**config.mk**
```make
export PLATFORM = sky130hd
export DESIGN_NAME = char_rom_arb
export DESIGN_NICKNAME = d
export VERILOG_FILES = /design/src/rtl/char_rom_arb.sv
export SDC_FILE = /design/constraint.sdc
export NUM_CORES = 1
export LEC_CHECK = 0
export CAP_MARGIN = 20
export CORE_MARGIN = 2
export CORE_UTILIZATION = 28
export DETAILED_ROUTE_END_ITERATION = 12
export PLACE_DENSITY_LB_ADDON = 0.08
export SYNTH_ARGS = -nofsm -noshare
export SYNTH_HDL_FRONTEND = slang
export SYNTH_SLANG_ARGS = --single-unit
```
**constraint.sdc**
```tcl
create_clock -name clk -period 2.6 [get_ports clk]
set_input_delay 0.65 -clock clk [delete_from_list [all_inputs] [get_ports clk]]
set_output_delay 0.65 -clock clk [all_outputs]
set_load 0.03 [all_outputs]
```
**src/rtl/char_rom_arb.sv**
```systemverilog
// Round-robin arbiter sharing one single-port glyph ROM between two renderers.
// Grants one address per cycle and returns ROM data to the issuing requester after RD_LATENCY edges.
module char_rom_arb #(
  parameter int unsigned ADDR_WIDTH = 10,
  parameter int unsigned DATA_WIDTH = 32,
  parameter int unsigned RD_LATENCY = 1,
  parameter int unsigned MAX_BURST  = 16
) (
  input  logic                  clk,
  input  logic                  rst,
  input  logic                  req0,
  input  logic [ADDR_WIDTH-1:0] addr0,
  output logic                  gnt0,
  output logic                  rvalid0,
  output logic [DATA_WIDTH-1:0] rdata0,
  input  logic                  req1,
  input  logic [ADDR_WIDTH-1:0] addr1,
  output logic                  gnt1,
  output logic                  rvalid1,
  output logic [DATA_WIDTH-1:0] rdata1,
  output logic [ADDR_WIDTH-1:0] rom_addr,
  input  logic [DATA_WIDTH-1:0] rom_rd_data
);

  typedef enum logic [1:0] {
    OWN_NONE = 2'd0,
    OWN_0    = 2'd1,
    OWN_1    = 2'd2
  } owner_e;

  localparam logic [7:0] MAX_B = 8'(MAX_BURST);

  owner_e                owner_q, owner_d;
  logic                  last_gnt_q, last_gnt_d;
  logic [7:0]            burst_cnt_q, burst_cnt_d;
  logic [RD_LATENCY-1:0] vld_q, id_q;
  logic [RD_LATENCY:0]   vld_shift, id_shift;

  logic   owner_req;
  logic   other_req;
  logic   grant;
  owner_e gnt_owner;

  // Arbitration; requests are masked while reset is held.
  always_comb begin
    gnt0      = 1'b0;
    gnt1      = 1'b0;
    owner_req = 1'b0;
    other_req = 1'b0;
    case (owner_q)
      OWN_0: begin
        owner_req = req0;
        other_req = req1;
      end
      OWN_1: begin
        owner_req = req1;
        other_req = req0;
      end
      default: ;
    endcase
    if (!rst) begin
      if (owner_q == OWN_NONE || !owner_req) begin
        if (req0 && req1) begin
          gnt0 = last_gnt_q;
          gnt1 = !last_gnt_q;
        end else begin
          gnt0 = req0;
          gnt1 = req1;
        end
      end else if (burst_cnt_q < MAX_B || !other_req) begin
        gnt0 = (owner_q == OWN_0);
        gnt1 = (owner_q == OWN_1);
      end else begin
        gnt0 = (owner_q == OWN_1);
        gnt1 = (owner_q == OWN_0);
      end
    end
  end

  assign grant     = gnt0 | gnt1;
  assign gnt_owner = gnt1 ? OWN_1 : OWN_0;

  always_comb begin
    owner_d     = owner_q;
    last_gnt_d  = last_gnt_q;
    burst_cnt_d = burst_cnt_q;
    if (grant) begin
      if (owner_q != gnt_owner) begin
        owner_d     = gnt_owner;
        last_gnt_d  = gnt1;
        burst_cnt_d = 8'd1;
      end else if (burst_cnt_q < MAX_B) begin
        burst_cnt_d = burst_cnt_q + 8'd1;
      end
    end else begin
      owner_d     = OWN_NONE;
      burst_cnt_d = 8'd0;
    end
  end

  // Stage 0 sits at bit 0; the concatenation drops the oldest stage on each shift.
  assign vld_shift = {vld_q, grant};
  assign id_shift  = {id_q, gnt1};

  always_ff @(posedge clk or posedge rst) begin
    if (rst) begin
      owner_q     <= OWN_NONE;
      last_gnt_q  <= 1'b1;
      burst_cnt_q <= 8'd0;
      vld_q       <= '0;
      id_q        <= '0;
    end else begin
      owner_q     <= owner_d;
      last_gnt_q  <= last_gnt_d;
      burst_cnt_q <= burst_cnt_d;
      vld_q       <= vld_shift[RD_LATENCY-1:0];
      id_q        <= id_shift[RD_LATENCY-1:0];
    end
  end

  assign rvalid0  = vld_q[RD_LATENCY-1] & ~id_q[RD_LATENCY-1];
  assign rvalid1  = vld_q[RD_LATENCY-1] &  id_q[RD_LATENCY-1];
  assign rdata0   = rom_rd_data;
  assign rdata1   = rom_rd_data;
  assign rom_addr = gnt0 ? addr0 : (gnt1 ? addr1 : '0);

endmodule

```
==> key figures <==
Synth
  – Synth Flop Type: dfrtp_1
  – Post-Synthesis Cell Area: 1420 um^2
  – Syn Nets: 218
  – Area leader, netlist: buf_4
  – Yosys cell types: 46
  – Synth Instances: 158
  – Post-synth EDFFs: 0
  – Synth top area cells: buf_4 34%, dfrtp_1 21%, a22o_1 6.2%, ha_1 3.5%, a41oi_2 2.3%
  – Yosys top cell area share: 0.338
  – FF+latch count, synth: 13
  – Avg Cell Area, Syn: 9.00 um^2
  – Seq/Total Area, Yosys: 0.230
  – Synth cell count leaders: 64 x buf_4, 12 x dfrtp_1, 10 x a22o_1
  – Ys Warns: 0
  – Most numerous cell in the Yosys netlist: buf_4
  – FFs w/ async S/R, synth: 1.00

Setup path
  – Reg2reg end: burst_cnt_q[1]$_DFFE_PP0P_
  – CP required: 1.95 ns
  – Crit end category: primary output
  – Crit path largest cell delay: 0.29 ns
  – Worst Setup EP: rom_addr[8]
  – Worst Path Max Fanout: 6
  – Critical path launch point: req0
  – Startpoint types: primary input
  – CP Class: in -> out
  – Cells on worst reg2reg path: 9
  – Slowest-stage cell, CP: a22o_4
  – WP data arrival: 2.15 ns
  – R2R setup slack: 0.35 ns
  – Worst r2r src: owner_q[1]$_DFFE_PP0P_
  – CP cell instances: dlygate4sd2_1, a22o_4, buf_6, o211ai_1, o22ai_2, and2_4, a22o_4, buf_6

Global routing
  – Total GRT Usage: 0.128
  – Number of global-route vias before repair: 1134
  – Initial antenna violation count: 0
  – Largest net degree at the start of global routing: 19
  – First-pass GRT wire length: 5440 um
  – Gr ovfl total: 0

Power and ir drop
  – Worst vdd ir: 0.255 mV
  – Tot Pwr: 844 uW
  – P per Cell Area: 451 nW/um^2
  – Static Leak: 0.000786 uW

Timing
  – Setup slack after layout: -0.197 ns
  – Rel. slew slack: 0.772
  – RSZ-0062 raised after global routing: true
  – Final setup fails: 11
  – Fin. max-slew vios: 0
  – Tcrit/Tclk final: 1.08
  – Fmax achieved: 358 MHz
  – Slew at the pin closest to its max-slew limit: 0.341 ns
  – Final min period: 2.80 ns
  – Clk_skew: 0.00260 ns
  – Fin. Hold Viols: 0

Clocking
  – CTS clk-pin slew, worst paths: 0.06 ns
  – TritonCTS clock tree: done
  – CTS Hold Bufs: 0
  – Clock sinks: 13
  – H-tree levels: 1
  – CTS Buffer Depth: 2
  – Inserted Clock Buffers: 3
  – Root Buffer: clkbuf_8
  – Latest clock arrival within the worst-skew pair: 0.24 ns

Flow run
  – Max-Cap Viols: 0

Route
  – Routed Wire Length: 3720 um
  – DRT iter0 DRCs: 29
  – Number of remaining DRC errors: 0
  – Drt via density: 4.87
  – Routed Antenna Nets: 0
  – Vias after detailed routing: 1110
  – Wire per inst: 16.3 um
  – Drt pass-1 iters: 4

Cells and area
  – Number of diodes: 0
  – Layout cell share with drive strength beyond 1: 0.503
  – Post-Layout Cell Count: 228
  – Final Core Density: 0.388
  – Layout net count: 222
  – Area delta synth->final: 31.6%
  – Final standard cell area without fillers: 1870 um^2

Worst hold path
  – Worst min-delay path class: reg -> reg

Die
  – Die height: 75.3 um
  – Die width: 75.3 um
  – IO Count: 134
  – Cell row count: 25
  – Starting density of the core: 0.295
  – Die area: 5660 um^2
  – Core area: 4820 um^2

Placed design
  – Post-DP HPWL: 2760 um
  – # port buffers: 37
  – Routability congestion estimate: 0.792
  – Dpl ws: -0.486 ns
  – Post-placement cell count: 214
  – Post-place instance area: 1590 um^2

Status
  – Status: finished with violations
  – Failing checks: setup timing
## placed cells by master (no fill, tap or decap), types with 4 or more instances in the layout
cell             count
clkdlybuf4s50_1     23
buf_4               25
a22o_4              11
a31oi_1              4
dfrtp_1             11
a21oi_1              5
buf_6               13
nand2_1              4
## critical path: cells and delay by family
kind	cells	cell delay (ns)
compound gates	4	0.76
buf+inv	3	0.51
simple gates	1	0.22
## area by class of cell
class	instances	area, um^2
tap	67	83.8
timing repair buffer	65	631
sequential	13	328
multi-input combinational	73	761
fill	497	2950
clock buffer	4	45.0
inverter	6	22.5
## through the flow
step	TNS [ns]	hold WS, ns
after detailed placement	-5.18	0.501
after global routing	-2.94	0.562
final	-1.88	0.532
after floorplan	0	0.482
after CTS	-1.86	0.512
after global placement	-5.06	0.508
## how the worst min path moves through the flow
stage,slack (ns),cells after the start,from,to
2_1_floorplan,0.48,2,last_gnt_q$_DFFE_PP1P_,last_gnt_q$_DFFE_PP1P_
3_3_place_gp,0.51,2,last_gnt_q$_DFFE_PP1P_,last_gnt_q$_DFFE_PP1P_
3_5_place_dp,0.50,2,last_gnt_q$_DFFE_PP1P_,last_gnt_q$_DFFE_PP1P_
4_1_cts,0.51,2,last_gnt_q$_DFFE_PP1P_,last_gnt_q$_DFFE_PP1P_
5_1_grt,0.56,2,last_gnt_q$_DFFE_PP1P_,last_gnt_q$_DFFE_PP1P_
6_report,0.53,2,last_gnt_q$_DFFE_PP1P_,last_gnt_q$_DFFE_PP1P_
## layer usage
| metal | global-route usage | vias to the layer above | share of wire |
|---|---|---|---|
| li1 | - | 503 | - |
| met1 | 0.127 | 494 | 0.35 |
| met2 | 0.245 | 92 | 0.49 |
| met3 | 0.0295 | 21 | 0.13 |
| met4 | 0.0643 | 0 | 0.032 |
| met5 | 0 | - | 0 |
## state kept, by name (all words and copies together) (netlist names)
| name | cells |
|---|---|
| burst_cnt_q | 8 |
| owner_q | 2 |
| id_q | 1 |
| last_gnt_q | 1 |
| vld_q | 1 |
## where the power goes
part	total [uW]	switching (uW)	leakage (uW)	internal, uW
Clock	181	73.0	0.0000228	108
Combinational	416	193	0.000591	223
Sequential	246	21.7	0.000172	225
Total	844	288	0.000786	556
## repair_timing
| item | 4_1_cts | 5_1_grt |
|---|---|---|
| gates cloned | 2 | 0 |
| pin swaps | 7 | 16 |
| setup endpoints to repair | 12 | 12 |
| gates resized for setup | 26 | 8 |
| setup buffers | 7 | 3 |
| endpoints found under the hold margin | 0 | 0 |
## cell families (layout without fill, tap and decap cells)
family | Yosys count | after routing | synth area share
buffers and inverters | 73 | 75 | 0.368
AO/OA/AOI/OAI | 39 | 39 | 0.230
AND/OR/NAND/NOR | 25 | 26 | 0.112
flip-flops | 13 | 13 | 0.230
adder cells (fa/ha/maj) | 4 | 4 | 0.0352
XOR/XNOR | 3 | 3 | 0.0185
multiplexers | 1 | 1 | 0.00704
No activity file was read; power rests on OpenSTA's default activity.
